**config.mk**
```make
export PLATFORM = sky130hd
export DESIGN_NAME = piano_sequencer_flat
export DESIGN_NICKNAME = d
export VERILOG_FILES = /design/src/rtl/piano_sequencer_if.sv /design/src/rtl/piano_sequencer.sv /design/src/flat_wrapper.sv
export SDC_FILE = /design/constraint.sdc
export NUM_CORES = 1
export LEC_CHECK = 0
export ABC_AREA = 1
export CORE_MARGIN = 3
export CORE_UTILIZATION = 45
export DETAILED_ROUTE_END_ITERATION = 8
export HOLD_SLACK_MARGIN = 0.12
export PLACE_DENSITY_LB_ADDON = 0.12
export SYNTH_ARGS = -nofsm -noshare
export SYNTH_HDL_FRONTEND = slang
export SYNTH_SLANG_ARGS = --single-unit
```
**constraint.sdc**
```tcl
create_clock -name iCpuClock -period 8.7 [get_ports iCpuClock]
set_input_delay 1.74 -clock iCpuClock [delete_from_list [all_inputs] [get_ports iCpuClock]]
set_output_delay 1.74 -clock iCpuClock [all_outputs]
set_load 0.01 [all_outputs]
```
**src/rtl/piano_sequencer_if.sv**
```systemverilog
// CPU-side command/status bus of the piano sequencer.
//
// Handshake: iDoPianoWrite is a single-cycle valid strobe qualifying
// iPianoDataToWrite. There is no ready; the write is always taken on the
// strobe edge. It either executes (STOP_ALL), queues, or is dropped.
// A dropped note is reported through the sticky oOverflow flag.
// oFifoFull lets the CPU avoid drops in the first place.
interface piano_sequencer_if;
    logic        iDoPianoWrite;
    logic        iDoPianoStatusClear;
    logic [31:0] iPianoDataToWrite;
    logic        oFifoFull;
    logic        oFifoEmpty;
    logic        oOverflow;

    modport master (
        output iDoPianoWrite, iDoPianoStatusClear, iPianoDataToWrite,
        input  oFifoFull, oFifoEmpty, oOverflow
    );

    modport slave (
        input  iDoPianoWrite, iDoPianoStatusClear, iPianoDataToWrite,
        output oFifoFull, oFifoEmpty, oOverflow
    );
endinterface

```
**src/rtl/piano_sequencer.sv**
```systemverilog
// Multi-channel square-wave tone sequencer.
// Note commands are queued in a FIFO and dispatched in order to idle channels.
// Each channel toggles its wave every half-period cycles for a number of beat ticks.
// The buzzer output is the OR of all channel waves.
module piano_sequencer #(
    parameter int CHANNELS   = 4,
    parameter int FIFO_DEPTH = 8,
    parameter int TICK_DIV   = 12500000,
    parameter int PERIOD_W   = 16
) (
    input  logic                iCpuClock,
    input  logic                iCpuReset,
    piano_sequencer_if.slave    bus,
    output logic                oFpgaSpeaker,
    output logic [CHANNELS-1:0] oChannelWave,
    output logic [CHANNELS-1:0] oChannelBusy
);
    localparam int AW = $clog2(FIFO_DEPTH);
    localparam int CW = AW + 1;
    localparam int TW = $clog2(TICK_DIV);
    // Queued entry: channel(2), duration(4), rest flag(1), half-period.
    localparam int EW = 7 + PERIOD_W;
    localparam logic [1:0]    OP_STOP   = 2'b10;
    localparam logic [CW-1:0] DEPTH_C   = CW'(FIFO_DEPTH);
    localparam logic [TW-1:0] TICK_LAST = TW'(TICK_DIV - 1);

    // Write decode
    logic [1:0]    wrOp;
    logic          isStop;
    logic          isNote;
    logic [EW-1:0] wrEntry;
    logic          unusedData;

    assign wrOp    = bus.iPianoDataToWrite[25:24];
    assign isStop  = bus.iDoPianoWrite && (wrOp == OP_STOP);
    // PLAY (00) and REST (01) are queued; reserved (11) falls through silently.
    assign isNote  = bus.iDoPianoWrite && !wrOp[1];
    assign wrEntry = {bus.iPianoDataToWrite[31:26], bus.iPianoDataToWrite[24],
                      bus.iPianoDataToWrite[PERIOD_W-1:0]};
    // Bits between the op field and the half-period field carry no meaning.
    assign unusedData = ^(bus.iPianoDataToWrite[23:0] >> PERIOD_W);

    // FIFO state
    logic [EW-1:0] fifoMem [FIFO_DEPTH];
    logic [AW-1:0] wrPtr, rdPtr;
    logic [CW-1:0] count, countNext;
    logic          fifoFull, fifoEmpty, overflow;

    // Channel state
    logic [CHANNELS-1:0] busyReg, waveReg, restReg;
    logic [3:0]          remaining [CHANNELS];
    logic [PERIOD_W-1:0] periodReg [CHANNELS];
    logic [PERIOD_W-1:0] phase     [CHANNELS];

    // Beat tick
    logic [TW-1:0] tickCnt;
    logic          tick;
    assign tick = (tickCnt == TICK_LAST);

    // Head-of-queue fields
    logic [EW-1:0]       head;
    logic [1:0]          headCh;
    logic [3:0]          headDur;
    logic                headRest;
    logic [PERIOD_W-1:0] headPeriod;
    logic                headValid, headBusy;
    logic                pop, dispatch, push, dropped;

    assign head       = fifoMem[rdPtr];
    assign headCh     = head[EW-1 -: 2];
    assign headDur    = head[EW-3 -: 4];
    assign headRest   = head[PERIOD_W];
    assign headPeriod = head[PERIOD_W-1:0];
    assign headValid  = int'(headCh) < CHANNELS;

    // Busy state of the head's target channel (0 when the channel does not exist).
    always_comb begin
        headBusy = 1'b0;
        for (int c = 0; c < CHANNELS; c++) begin
            if (headCh == 2'(c)) headBusy = busyReg[c];
        end
    end

    // Head-of-line blocking: the head leaves only when its channel is idle.
    // Invalid channels and zero-duration notes are discarded with one pop.
    assign pop      = !fifoEmpty && !isStop && (!headValid || headDur == 4'd0 || !headBusy);
    assign dispatch = pop && headValid && (headDur != 4'd0);
    // A full FIFO still accepts a note when the head pops on the same edge.
    assign push     = isNote && (!fifoFull || pop);
    assign dropped  = isNote && fifoFull && !pop;

    // Next occupancy; STOP_ALL empties the queue.
    always_comb begin
        countNext = count;
        if (isStop) countNext = '0;
        else        countNext = count + CW'(push) - CW'(pop);
    end

    // FIFO storage (contents need no reset; pointers/count define validity)
    always_ff @(posedge iCpuClock) begin
        if (push) fifoMem[wrPtr] <= wrEntry;
    end

    // FIFO pointers, registered status flags and the sticky overflow flag
    always_ff @(posedge iCpuClock or posedge iCpuReset) begin
        if (iCpuReset) begin
            wrPtr     <= '0;
            rdPtr     <= '0;
            count     <= '0;
            fifoFull  <= 1'b0;
            fifoEmpty <= 1'b1;
            overflow  <= 1'b0;
        end else begin
            if (isStop) begin
                wrPtr <= '0;
                rdPtr <= '0;
            end else begin
                if (push) wrPtr <= wrPtr + AW'(1);
                if (pop)  rdPtr <= rdPtr + AW'(1);
            end
            count     <= countNext;
            fifoFull  <= (countNext == DEPTH_C);
            fifoEmpty <= (countNext == '0);
            // A new overflow wins over a coincident clear.
            if (dropped)                      overflow <= 1'b1;
            else if (bus.iDoPianoStatusClear) overflow <= 1'b0;
        end
    end

    // Free-running beat counter; STOP_ALL restarts it.
    always_ff @(posedge iCpuClock or posedge iCpuReset) begin
        if (iCpuReset)           tickCnt <= '0;
        else if (isStop || tick) tickCnt <= '0;
        else                     tickCnt <= tickCnt + TW'(1);
    end

    // Per-channel note load, tone generation and beat countdown
    always_ff @(posedge iCpuClock or posedge iCpuReset) begin
        if (iCpuReset) begin
            busyReg <= '0;
            waveReg <= '0;
            restReg <= '0;
            for (int c = 0; c < CHANNELS; c++) begin
                remaining[c] <= '0;
                periodReg[c] <= '0;
                phase[c]     <= '0;
            end
        end else begin
            for (int c = 0; c < CHANNELS; c++) begin
                if (isStop) begin
                    busyReg[c]   <= 1'b0;
                    waveReg[c]   <= 1'b0;
                    restReg[c]   <= 1'b0;
                    remaining[c] <= '0;
                    periodReg[c] <= '0;
                    phase[c]     <= '0;
                end else if (dispatch && headCh == 2'(c)) begin
                    busyReg[c]   <= 1'b1;
                    waveReg[c]   <= 1'b0;
                    restReg[c]   <= headRest;
                    remaining[c] <= headDur;
                    periodReg[c] <= headPeriod;
                    phase[c]     <= '0;
                end else if (busyReg[c]) begin
                    if (tick && remaining[c] == 4'd1) begin
                        // Last beat ends on this tick edge; silence at once.
                        busyReg[c]   <= 1'b0;
                        waveReg[c]   <= 1'b0;
                        remaining[c] <= '0;
                        phase[c]     <= '0;
                    end else begin
                        if (tick) remaining[c] <= remaining[c] - 4'd1;
                        // Half-period 0 is a silent but busy note.
                        if (!restReg[c] && periodReg[c] != '0) begin
                            if (phase[c] == periodReg[c] - PERIOD_W'(1)) begin
                                phase[c]   <= '0;
                                waveReg[c] <= ~waveReg[c];
                            end else begin
                                phase[c] <= phase[c] + PERIOD_W'(1);
                            end
                        end
                    end
                end
            end
        end
    end

    assign oChannelBusy   = busyReg;
    assign oChannelWave   = waveReg;
    assign oFpgaSpeaker   = |waveReg;
    assign bus.oFifoFull  = fifoFull;
    assign bus.oFifoEmpty = fifoEmpty;
    assign bus.oOverflow  = overflow;
endmodule

```
**src/flat_wrapper.sv**
```systemverilog
// flat-port wrapper written by rule: the top's interface ports become plain ports
module piano_sequencer_flat 
#(
    parameter int CHANNELS   = 4,
    parameter int FIFO_DEPTH = 8,
    parameter int TICK_DIV   = 12500000,
    parameter int PERIOD_W   = 16
)
  (iCpuClock, iCpuReset, oFpgaSpeaker, oChannelWave, oChannelBusy, bus_iDoPianoWrite, bus_iDoPianoStatusClear, bus_iPianoDataToWrite, bus_oFifoFull, bus_oFifoEmpty, bus_oOverflow);
  piano_sequencer_if bus_i ();
  input  logic iCpuClock;
  input  logic iCpuReset;
  output logic oFpgaSpeaker;
  output logic [CHANNELS-1:0] oChannelWave;
  output logic [CHANNELS-1:0] oChannelBusy;
  input wire logic [$bits(bus_i.iDoPianoWrite)-1:0] bus_iDoPianoWrite;
  input wire logic [$bits(bus_i.iDoPianoStatusClear)-1:0] bus_iDoPianoStatusClear;
  input wire logic [$bits(bus_i.iPianoDataToWrite)-1:0] bus_iPianoDataToWrite;
  output wire logic [$bits(bus_i.oFifoFull)-1:0] bus_oFifoFull;
  output wire logic [$bits(bus_i.oFifoEmpty)-1:0] bus_oFifoEmpty;
  output wire logic [$bits(bus_i.oOverflow)-1:0] bus_oOverflow;
  assign bus_i.iDoPianoWrite = bus_iDoPianoWrite;
  assign bus_i.iDoPianoStatusClear = bus_iDoPianoStatusClear;
  assign bus_i.iPianoDataToWrite = bus_iPianoDataToWrite;
  assign bus_oFifoFull = bus_i.oFifoFull;
  assign bus_oFifoEmpty = bus_i.oFifoEmpty;
  assign bus_oOverflow = bus_i.oOverflow;
  piano_sequencer #(.CHANNELS(CHANNELS), .FIFO_DEPTH(FIFO_DEPTH), .TICK_DIV(TICK_DIV), .PERIOD_W(PERIOD_W)) u_core (.iCpuClock(iCpuClock), .iCpuReset(iCpuReset), .bus(bus_i), .oFpgaSpeaker(oFpgaSpeaker), .oChannelWave(oChannelWave), .oChannelBusy(oChannelBusy));
endmodule
```
======== After elaboration in Yosys (flattened, before gate mapping) ========
Memory sizes are Yosys's and may differ from the RTL's.
Cells that the tools add are included.
cells by class
  add/subtract/negate cells ............... 17
  eq/ne operators ......................... 14
  muxes and demuxes ....................... 114
  bitwise operators ....................... 4
  reduce and logical (&&, ||, !) cells .... 77
operators with widths
  cell                                                 count
  2-to-1 mux 16 bit                                    32
  2-to-1 mux 4 bit                                     21
  adder 16 x 1 -> 16 bit (second input constant)       4
  == test 16 bit                                       4
  nonzero test 16 bit                                  4
  subtractor 16 x 1 -> 16 bit (second input constant)  4
  2-to-1 mux 1 bit                                     56
  nonzero test 4 bit                                   13
  adder 24 x 1 -> 24 bit (second input constant)       1
  == test 24 bit (second input constant)               1
  2-to-1 mux 24 bit                                    1
  logical AND 1 bit                                    20
  == test 4 x 1 -> 1 bit (second input constant)       4
  AND reduction 2 bit                                  8
  subtractor 4 x 1 -> 4 bit (second input constant)    4
  nonzero test 2 bit                                   7
  2-to-1 mux 3 bit                                     4
  AND reduction 3 bit                                  4
  nonzero test 3 bit                                   4
  logical NOT 1 bit                                    10
  logical NOT 4 bit                                    2
  adder 3 x 1 -> 3 bit (second input constant)         2
  == test 2 bit (second input constant)                3
  adder 4 x 1 -> 4 bit                                 1
  other kinds (7)                                      12
storage, ports and cells
  flip-flop bits (word level) ............. 193
  bits in writable memories ............... 184
  input port bits ......................... 36
  output and inout bits ................... 12
  memories kept ........................... 1
memories
  name            depth  width  rd ports  clocked after Yosys merged registers in  write ports  RTL line               text
  u_core.fifoMem  8      23     1         0                                        1            piano_sequencer.sv:44  logic [EW-1:0] fifoMem [FIFO_DEPTH];

======== Longest topological paths before layout ========
An unclocked memory read counts as a cell.
  depth after elaboration ................. 15
  mapped depth ............................ 23
  depth with buffers taken out ............ 23

======== Least setup slack after synthesis ========
Ideal clock, no wire load.
  kind .................................... input to register
  start point ............................. input bus_iDoPianoWrite
  end point ............................... memory u_core.fifoMem[0][0] (netlist name), enable pin
  library setup time ...................... 0.403 ns
  arrival ................................. 3.897 ns
  slack ................................... 4.401 ns
  cell stages on the path ................. 9
  cells stage by stage .................... inv_1 > nor3_1 > nor2_1 > nand2_2 > nand2_2 > nand2_2 > inv_2 > nand2_2 > nor2_1
on the way
  word-level cells in the longest chain between the ends .. 8
RTL lines
  what                                      RTL line                text
  from (decl)                               flat_wrapper.sv:16      input wire logic [$bits(bus_i.iDoPianoWrite)-1:0] bus_iDoPianoWrite;
  logical AND 1 bit                         piano_sequencer.sv:35   assign isStop = bus.iDoPianoWrite && (wrOp == OP_STOP);
  logical NOT 1 bit                         piano_sequencer.sv:86   assign pop = !fifoEmpty && !isStop && (!headValid || headDur == 4'd0 || !headBusy);
  logical AND 1 bit (2 in a row)            piano_sequencer.sv:86
  logical OR 1 bit                          piano_sequencer.sv:89   assign push = isNote && (!fifoFull || pop);
  logical AND 1 bit *                       piano_sequencer.sv:89
  2-to-1 mux 1 bit *                        piano_sequencer.sv:101  if (push) fifoMem[wrPtr] <= wrEntry;
  2-to-1 mux 1 bit (implied by the code) *  piano_sequencer.sv:101
  to (decl)                                 piano_sequencer.sv:44
Every way passes the cells marked *; elsewhere a longest branch is shown, timed or not.

======== Final worst setup path ========
  start point ............................. input bus_iPianoDataToWrite[24]
  end point ............................... register u_core.tickCnt[14]
on the way
  word-level cells in the longest chain between the ends .. 4
RTL lines
  what                  RTL line                text
  from (decl)           flat_wrapper.sv:18      input wire logic [$bits(bus_i.iPianoDataToWrite)-1:0] bus_iPianoDataToWrite;
  == test 2 bit         piano_sequencer.sv:35
  logical AND 1 bit     piano_sequencer.sv:35
  logical OR 1 bit      piano_sequencer.sv:133  else if (isStop || tick) tickCnt <= '0;
  2-to-1 mux 24 bit     piano_sequencer.sv:133
  to (signal assigned)  piano_sequencer.sv:134  else tickCnt <= tickCnt + TW'(1);
  to (decl)             piano_sequencer.sv:56   logic [TW-1:0] tickCnt;
No other way between the ends.
A chain may end at the register's enable or synchronous reset.

==> metrics.cfg <==
[finish]
area_delta_synth_final_pct=11.4
layout-drive-gt1-share_pct=6.54
fin_cells=3054
nets=2488
nFillCells=4269
antenna_cells=0

[drt]
routedLengthMet1_mm=22.7
wl_per_cell_um=16.5
ant_nets=0
route.vias.total=15900
wl_mm=50.5
drt_first_pass_iters=5
wl_met2_mm=24.1
drtIter0Drc=1066
via_per_inst=5.21
met3_length_mm=2.39
highest_layer=met4
route.detailed.drc=0

[clocking]
clk_pin_slew_ns=0.06
clockBufferDepth=3
clock_latency_ns=0.58
tritoncts=done
holdBufCountCts=0
cts_made_buffers=43
cts_setup_buffers=0
cts-root-buf=clkbuf_16
htreeDepth=2
numClockSinks=377
cts_resized=0

[placed_design]
dpl.cell_count=2975
place.gp.congestion=0.856
dp_hpwl_mm=33.3
portBuffers=39

[run_status]
status=finished clean

[power]
powerDensity_nw_per_um2=343
p_sw_mw=3.38
seqPwrFrac_pct=31.3
power.internal_mw=4.35
pwr-share-clk_pct=23.9
ir_worst_vdd_v=0.000184
p_leak_nw=9.72
swShare_pct=43.8
p_comb_share_pct=44.7

[floorplan]
core_area_um2=44300
start_util_pct=45.7
row_count=77
die_height_um=218
pin_count=48
die_w_um=218
fp.dieArea_um2=47600

[setup_path]
critical_path_arrival_ns=5.35
path_class=in -> reg
critPathLaunchType=input port
crit_fanout=46
end_kind=register
worstPathRequired_ns=9.15

[global_routing]
antenna_found_initial=0
grt_max_degree=131
track_usage_pct=21.6
grt_pass1_vias=15500
grt_overflow=0
grt_pass1_wl_mm=82.1

[yosys]
synth-edff-count=184
syn_inst=2408
ys_ff_latch=377
synthesis.nets=2468
yosysWarnings=0
postSynthAreaPerCell_um2=8.41
syn_area_um2=20200
yosys_most_used_dff=dfrtp_1
ys_async_sr_fraction_pct=51.2
synth_cell_types=47
synth_seq_area_share_pct=51.1

[timing]
finalMaxSlewViolations=0
tightest_slew_ns=1.25
finalHoldViolations=0
setup_tns_ns=0
rsz0062_at_grt=no
clock.fmax_ghz=0.204
finClkSkew_ns=0.0192
final.min_clock_period_ns=4.90
slew_headroom_pct=16.3
setup_violations=0
period_share_pct=56.3

[job]
cap_violations=0

[min_path]
hold_path.class=reg -> reg

==> final timing paths <==
check	to	slack (ns)	start	depth (start not counted)
max	u_core.tickCnt[14]	3.80	bus_iPianoDataToWrite[24]	8
min	u_core.tickCnt[0]	0.46	u_core.tickCnt[0]	1
max reg2reg	u_core.bus.oFifoEmpty	4.01	u_core.rdPtr[1]	21
min reg2reg	u_core.tickCnt[0]	0.46	u_core.tickCnt[0]	1
max in group asynchronous	u_core.rdPtr[0]	5.44	iCpuReset	3
min in group asynchronous	u_core.phase[51]	1.78	iCpuReset	2
==> cell type report <==
type	count	area [um2]	share of cell area [%]
clock buffer	58	1160	5.15
clock inverter	21	280	1.24
inverter	253	958	4.25
multi-input combinational	1693	8510	37.7
sequential	377	10400	45.9
tap	592	741	3.28
timing repair buffer	60	548	2.43
==> placed cells by master (no fill, tap or decap), drive strengths merged <==
cell type	n
a211oi	2
a21o	4
a21oi	27
a31oi	21
and3	1
buf	21
bufinv	5
clkbuf	58
clkdlybuf4s50	39
clkinv	14
clkinvlp	3
dfrtp	192
dfstp	1
edfxtp	184
fa	1
ha	23
inv	252
nand2	598
nand3	156
nand3b	15
nand4	80
nor2	312
nor3	74
nor3b	1
nor4	16
nor4b	1
o211a	1
o21a	1
o21ai	207
o21bai	1
o22ai	17
o31ai	2
or2	7
xnor2	40
xor2	85
==> flip-flops by register name, indices dropped and copies added (netlist names), 3 cells and up <==
register / cells
u_core.oChannelWave: 4
u_core.tickCnt: 24
u_core.restReg: 4
u_core.oChannelBusy: 4
u_core.periodReg: 64
u_core.rdPtr: 3
u_core.phase: 64
u_core.remaining: 16
u_core.fifoMem: 184
u_core.count: 4
u_core.wrPtr: 3
==> metrics by stage <==
step | instance area [um2] | worst slack (ns) | power (mW) | hold slack, ns | util (%)
floorplan | 20200 | 1.71 | 5.01 | 0.433 | -
global placement | 21100 | 3.18 | 5.85 | 0.453 | 47.6
detailed placement | 21100 | 3.16 | 5.92 | 0.461 | 47.6
CTS | 22600 | 3.77 | 7.80 | 0.469 | 50.9
global route | 22600 | 3.51 | 8.38 | 0.483 | 50.9
finish | 22600 | 3.80 | 7.73 | 0.462 | 50.9
==> synth_stat cells, drive strengths merged, types with 27 or more instances <==
| cell | count | area (um2) |
|---|---|---|
| nor3 | 74 | 375 |
| buf | 48 | 320 |
| xnor2 | 40 | 350 |
| dfrtp | 192 | 4800 |
| o21ai | 207 | 1040 |
| edfxtp | 184 | 5530 |
| inv | 251 | 942 |
| nand2 | 598 | 2270 |
| clkbuf | 37 | 139 |
| xor2 | 85 | 744 |
| a21oi | 27 | 135 |
| nor2 | 312 | 1220 |
| nand3 | 156 | 846 |
| nand4 | 80 | 576 |
==> power groups by stage <==
stage          combinational [mW]  sequential (mW)  clock [mW]
2_1_floorplan                2.62             2.39           0
3_3_place_gp                 3.41             2.45           0
3_5_place_dp                 3.46             2.45           0
4_1_cts                      3.48             2.42        1.90
5_1_grt                      3.95             2.46        1.97
6_report                     3.46             2.42        1.85
==> logic make-up after synthesis <==
logic type / share of synthesized area [%]
xor+xnor: 5.41
compound gates: 7.38
buf+inv: 6.96
flops: 51.1
simple gates: 27.6
fa+ha+maj: 1.52
==> metal layers <==
metal,global-route usage (%),up-vias
li1,-,8004
met1,28.6,7516
met2,36.8,313
met3,3.23,75
met4,6.57,0
met5,0,-
==> worst max-delay path, cell delays in order <==
cell,delay (ns)
clkdlybuf4s50_1,0.61
nor3_2,0.27
buf_4,0.30
clkinv_2,0.70
buf_4,0.61
nand2_1,0.53
inv_1,0.31
and3_1,0.24
Power figures use the tool's default switching activity.
